`config.mk`:
```
export PLATFORM = sky130hd
export DESIGN_NAME = dual_port_ram_be
export DESIGN_NICKNAME = d
export VERILOG_FILES = /design/src/rtl/dual_port_ram_be.sv
export SDC_FILE = /design/constraint.sdc
export NUM_CORES = 2
export LEC_CHECK = 0
export CORE_MARGIN = 8
export CORE_UTILIZATION = 45
export DETAILED_ROUTE_END_ITERATION = 8
export PLACE_DENSITY = 0.62
export SLEW_MARGIN = 0
export SYNTH_ARGS = -nofsm -noshare
export SYNTH_HDL_FRONTEND = slang
export SYNTH_SLANG_ARGS = --single-unit
```
`constraint.sdc`:
```
create_clock -name C -period 3.7 [get_ports C]
set_clock_uncertainty 0.15 [all_clocks]
set_input_delay 0.74 -clock C [delete_from_list [all_inputs] [get_ports C]]
set_output_delay 0.74 -clock C [all_outputs]
set_load 0.01 [all_outputs]
```
`src/rtl/dual_port_ram_be.sv`:
```
// True dual-port RAM with byte-lane writes, read-during-write mode select, collision
// arbitration and a clear sweep. Define DPRAM_OUTREG_EN for an extra output register stage.
module dual_port_ram_be #(
  parameter int unsigned   DW       = 16,
  parameter int unsigned   AW       = 6,
  parameter int unsigned   RDW_MODE = 0,
  parameter logic [DW-1:0] CLR_VAL  = '0
) (
  input  logic            C,
  input  logic            nRST,
  input  logic            CLR,
  output logic            BUSY,
  output logic            COLL,
  input  logic            aEN,
  input  logic            aWR,
  input  logic [DW/8-1:0] aBE,
  input  logic [AW-1:0]   aA,
  input  logic [DW-1:0]   aD,
  output logic [DW-1:0]   aQ,
  output logic            aV,
  input  logic            bEN,
  input  logic            bWR,
  input  logic [DW/8-1:0] bBE,
  input  logic [AW-1:0]   bA,
  input  logic [DW-1:0]   bD,
  output logic [DW-1:0]   bQ,
  output logic            bV
);

  localparam int unsigned NB    = DW / 8;
  localparam int unsigned DEPTH = 2 ** AW;

  typedef enum logic {StClear, StIdle} state_e;

  state_e        r_state, w_state_nxt;
  logic [AW-1:0] r_cnt, w_cnt_nxt;

  logic [DW-1:0] r_mem [DEPTH];

  logic          w_idle;
  logic          w_a_acc, w_b_acc, w_a_we, w_b_we, w_same, w_coll;
  logic [DW-1:0] w_a_old, w_b_old, w_a_new, w_b_new, w_a_rdata, w_b_rdata;

  logic [DW-1:0] r_aq, r_bq;
  logic          r_av, r_bv, r_coll;

  always_ff @(posedge C or negedge nRST) begin
    if (!nRST) begin
      r_state <= StClear;
      r_cnt   <= '0;
    end else begin
      r_state <= w_state_nxt;
      r_cnt   <= w_cnt_nxt;
    end
  end

  always_comb begin
    w_state_nxt = r_state;
    w_cnt_nxt   = r_cnt;
    unique case (r_state)
      StClear: begin
        w_cnt_nxt = r_cnt + AW'(1);
        if (&r_cnt) w_state_nxt = StIdle;
      end
      StIdle: begin
        if (CLR) begin
          w_state_nxt = StClear;
          w_cnt_nxt   = '0;
        end
      end
      default: ;
    endcase
  end

  assign BUSY    = (r_state == StClear);
  assign w_idle  = (r_state == StIdle);
  assign w_a_acc = w_idle & aEN;
  assign w_b_acc = w_idle & bEN;
  assign w_a_we  = w_a_acc & aWR;
  assign w_b_we  = w_b_acc & bWR;
  assign w_same  = (aA == bA);
  assign w_coll  = w_a_acc & w_b_acc & w_same & (w_a_we | w_b_we);

  assign w_a_old = r_mem[aA];
  assign w_b_old = r_mem[bA];

  // Resulting word at each port's address; on a shared address both views are identical
  // and port A owns any lane enabled by both writers.
  always_comb begin
    w_a_new = w_a_old;
    w_b_new = w_b_old;
    for (int i = 0; i < NB; i++) begin
      if (w_a_we && aBE[i]) begin
        w_a_new[8*i +: 8] = aD[8*i +: 8];
      end else if (w_b_we && bBE[i] && w_same) begin
        w_a_new[8*i +: 8] = bD[8*i +: 8];
      end
      if (w_a_we && aBE[i] && w_same) begin
        w_b_new[8*i +: 8] = aD[8*i +: 8];
      end else if (w_b_we && bBE[i]) begin
        w_b_new[8*i +: 8] = bD[8*i +: 8];
      end
    end
  end

  assign w_a_rdata = (aWR && (RDW_MODE == 0)) ? w_a_new : w_a_old;
  assign w_b_rdata = (bWR && (RDW_MODE == 0)) ? w_b_new : w_b_old;

  always_ff @(posedge C) begin
    if (!w_idle) begin
      r_mem[r_cnt] <= CLR_VAL;
    end else begin
      if (w_b_we) r_mem[bA] <= w_b_new;
      if (w_a_we) r_mem[aA] <= w_a_new;
    end
  end

  always_ff @(posedge C or negedge nRST) begin
    if (!nRST) begin
      r_aq   <= '0;
      r_bq   <= '0;
      r_av   <= 1'b0;
      r_bv   <= 1'b0;
      r_coll <= 1'b0;
    end else begin
      r_av   <= w_a_acc;
      r_bv   <= w_b_acc;
      r_coll <= w_coll;
      if (w_a_acc) r_aq <= w_a_rdata;
      if (w_b_acc) r_bq <= w_b_rdata;
    end
  end

`ifdef DPRAM_OUTREG_EN
  logic [DW-1:0] r_aq2, r_bq2;
  logic          r_av2, r_bv2, r_coll2;

  always_ff @(posedge C or negedge nRST) begin
    if (!nRST) begin
      r_aq2   <= '0;
      r_bq2   <= '0;
      r_av2   <= 1'b0;
      r_bv2   <= 1'b0;
      r_coll2 <= 1'b0;
    end else begin
      r_aq2   <= r_aq;
      r_bq2   <= r_bq;
      r_av2   <= r_av;
      r_bv2   <= r_bv;
      r_coll2 <= r_coll;
    end
  end

  assign aQ   = r_aq2;
  assign bQ   = r_bq2;
  assign aV   = r_av2;
  assign bV   = r_bv2;
  assign COLL = r_coll2;
`else
  assign aQ   = r_aq;
  assign bQ   = r_bq;
  assign aV   = r_av;
  assign bV   = r_bv;
  assign COLL = r_coll;
`endif

endmodule
```
==> results.md <==
* Status: finished with violations
* Failing checks: negative setup slack
* Hold path cells at 1
* Synth Instances at 5112
* Worst-Margin Slew at 1.348 ns
* Layout cells sized above 1 at 33.25%
* Fill cells at 11.49k
* VDD IR max at 387.2 uV
* Synth Area per Inst at 12.53 um2
* DP Cell Count at 7510
* Vias in the first global route at 52.38k
* TNS Setup at -2.415 ns
* Mux cell area share after synthesis at 25.38%
* WL per Instance at 39.53 um
* Crit-path cells: buf_4 -> buf_4 -> nor2b_1 -> buf_4 -> a22oi_1 -> o211a_1 -> o32ai_1 -> buf_4 -> a31oi_1 -> a21boi_4 -> buf_12 -> buf_12 -> o22ai_1
* Yosys reg bits at 1066
* Clk pin slew, worst setup/hold paths at 0.06 ns
* Synthesized cell area at 64060 um2
* Synth Area in Simple Gates at 7.358%
* Rel. slew slack at 10.02%
* First-pass GRT wire length at 419500 um
* Final setup fails at 53
* Root Driver: clkbuf_16
* DP Worst Slack at -0.8153 ns
* Minimum clock period at 3.791 ns
* Count leader, synth: edfxtp_1
* Largest net degree at the start of global routing at 65
* Max-slew violation count at 0
* Hold Crit Class: register to register
* Die W at 393.3 um
* PwrDens at 438.4 nW/um2
* Avg Vias per Cell at 7.124
* # DRC at 0
* Core box area at 141400 um2
* Tot Pwr at 35.10 mW
* Die height at 393.3 um
* Number of placed I/O pins at 91
* Peak Freq at 0.2638 GHz
* FF-to-FF path depth at 8
* Placer Congestion at 1.076
* Synth area leader: edfxtp_1
* WP data required at 4.04 ns
* Setup repair after global routing missed its margin: no
* Syn Nets at 5168
* # rows at 138
* Top post-synthesis cells by area: edfxtp_1, mux4_2, mux2i_1
* Most frequent CP cell: buf_4
* Dominant register cell in the synthesized netlist: edfxtp_1
* Pre-antenna DRT Iters at 7
* Distinct cell type count after synthesis at 92
* Post-synth EDFFs at 1024
* Setup crit start kind: primary input
* Vias at 55.14k
* Critical Path Sink Type: register
* Compound-gate portion of the synthesized area at 12.28%
* Slowest stage cell, crit path: nor2b_1
* Ys Warns at 0
* H-Tree Depth at 3
* Post-Synth XOR/XNOR Area at 0.1094%
* Register area share after synthesis at 49.64%
* Routed WL at 306000 um
* Synth top area share at 48.00%
* Port bufs at 90
* Initial Utilization at 45.30%
* Max Cap Viol at 0
* Die Footprint at 154700 um2
* Clock sinks at 1066
* Worst EP arrival at 4.13 ns
* Setup ws final at -0.09142 ns
* Leak at 30.66 nW
* Area grow syn2layout at 25.00%
* Share of the core filled with cells at 56.62%
* Final hold vios at 0
* Worst skew pair latency at 0.78 ns
* All-Layer GR Usage at 37.93%
* Main combinational cell family by area after synthesis: multiplexers
* Adder-cell share of the synthesized area at 0.01953%
* Antenna violations before repair at 20
* Nets at 5798
* Post-route insts no fill at 7740
* Fin crit share at 102.5%
* Post-synth top cells: edfxtp_1, mux2i_1, nand2_1
* DP HPWL at 225900 um
* Max FO, Critical Path at 16
* 1st-iter DRT viols at 9584
* Post-CTS Setup Bufs at 0
* Maximum buffer depth of the clock tree at 3
* CP max stage delay at 0.77 ns
* Total global routing overflow at 0
* Synth async-reset ratio at 3.940%
* Setup CP Type: primary input to register
* Clock tree from TritonCTS: yes
* Post-DRT Antenna Nets at 0
* Num CTS Buffers at 119
[placed cells by master, fill, tap and decap left out, types with 17 or more instances in the layout]
cell type / Yosys / routed
edfxtp_1: 1024 / 1024
buf_4: 67 / 789
mux2i_1: 635 / 635
mux4_2: 381 / 381
nand2_1: 384 / 380
buf_12: 2 / 275
a21oi_1: 267 / 264
nor2_1: 264 / 259
nor3_1: 208 / 204
o22ai_1: 181 / 181
o21ai_0: 193 / 129
clkbuf_16: 0 / 120
mux2_2: 108 / 108
a22oi_1: 98 / 98
a221oi_1: 94 / 94
a31oi_1: 88 / 84
clkdlybuf4s50_1: 0 / 81
o21ai_2: 3 / 64
a21oi_2: 63 / 60
nand3_1: 59 / 59
dfrtp_1: 42 / 42
o21ai_1: 31 / 30
clkinv_1: 2 / 24
a221o_1: 20 / 20
nand3b_1: 18 / 18
clkinv_2: 0 / 18
and2_1: 17 / 17
[logic make-up (layout without fill, tap and decap cells)]
kind of cell,Yosys count,after routing
adders and majority gates,1,1
AOI/OAI and AO/OA,1194,1194
DFF,1066,1066
buffers and inverters,661,1389
xor gates and xnor gates,8,8
and+or+nand+nor,1050,1050
other,0,10
muxes,1132,1132
[worst max-delay path: cells and delay by family]
family | cells | cell delay (ns)
AO/OA/AOI/OAI | 6 | 1.09
buffers and inverters | 6 | 1.49
AND/OR/NAND/NOR | 1 | 0.77
[metrics by stage]
stage               instance area, um2  hold WS, ns
floorplan                        64100       0.2944
global placement                 76050       0.3071
detailed placement               76050       0.3155
CTS                              80030       0.3005
global route                     80050       0.3630
finish                           80070       0.3260
[final timing paths]
kind | slack (ns) | to | start
worst max-delay path | -0.09 | r_mem[16][9]$_DFFE_PP_ | bA[2]
max in group asynchronous | 1.85 | aQ[11]$_DFFE_PN0N_ | nRST
worst min-delay path | 0.33 | aQ[15]$_DFFE_PN0N_ | aQ[15]$_DFFE_PN0N_
min in group asynchronous | 0.54 | r_cnt[5]$_DFFE_PN0P_ | nRST
worst min register to register | 0.33 | aQ[15]$_DFFE_PN0N_ | aQ[15]$_DFFE_PN0N_
worst max register to register | 0.22 | r_mem[29][0]$_DFFE_PP_ | r_mem[63][0]$_DFFE_PP_
[what timing repair did]
item / 4_1_cts / 5_1_grt
hold buffers: 1 / 0
endpoints found under the hold margin: 21 / 0
setup endpoints to repair: 42 / 170
resized for setup: 1 / 3
[routing by layer]
layer | track usage [%] | wire length, um | vias to the layer above | share of wire [%]
li1 | - | - | 21600 | -
met5 | 0 | 98 | - | 0.032
met2 | 54.69 | 128500 | 4985 | 42
met1 | 48.74 | 107600 | 27520 | 35
met4 | 24.46 | 24600 | 14 | 8.0
met3 | 12.86 | 45150 | 1023 | 15
[sequential cells by signal (all words and copies together), names as in the netlist]
| signal | count |
|---|---|
| COLL | 1 |
| bQ | 16 |
| r_mem | 1024 |
| bV | 1 |
| aQ | 16 |
| aV | 1 |
| r_cnt | 6 |
| r_state | 1 |
[layout make-up]
class	instances	area [um2]	area share, %
Sequential cell	1066	31800	39.71
Clock inverter	81	873.3	1.091
Tap cell	1890	2365	2.953
Antenna cell	10	25.02	0.03125
Clock buffer	138	3090	3.860
Timing Repair Buffer	1152	12320	15.39
Multi-Input combinational cell	3385	29530	36.88
Inverter	18	70.07	0.08750
[report_power, final]
| part | leakage, nW | switching [mW] | internal [mW] |
|---|---|---|---|
| combinational | 18.2 | 4.90 | 3.15 |
| sequential | 10.5 | 0.606 | 14.0 |
| clock | 1.91 | 5.38 | 7.02 |
| total | 30.7 | 10.9 | 24.2 |
No activity file was read; power rests on OpenSTA's default activity.
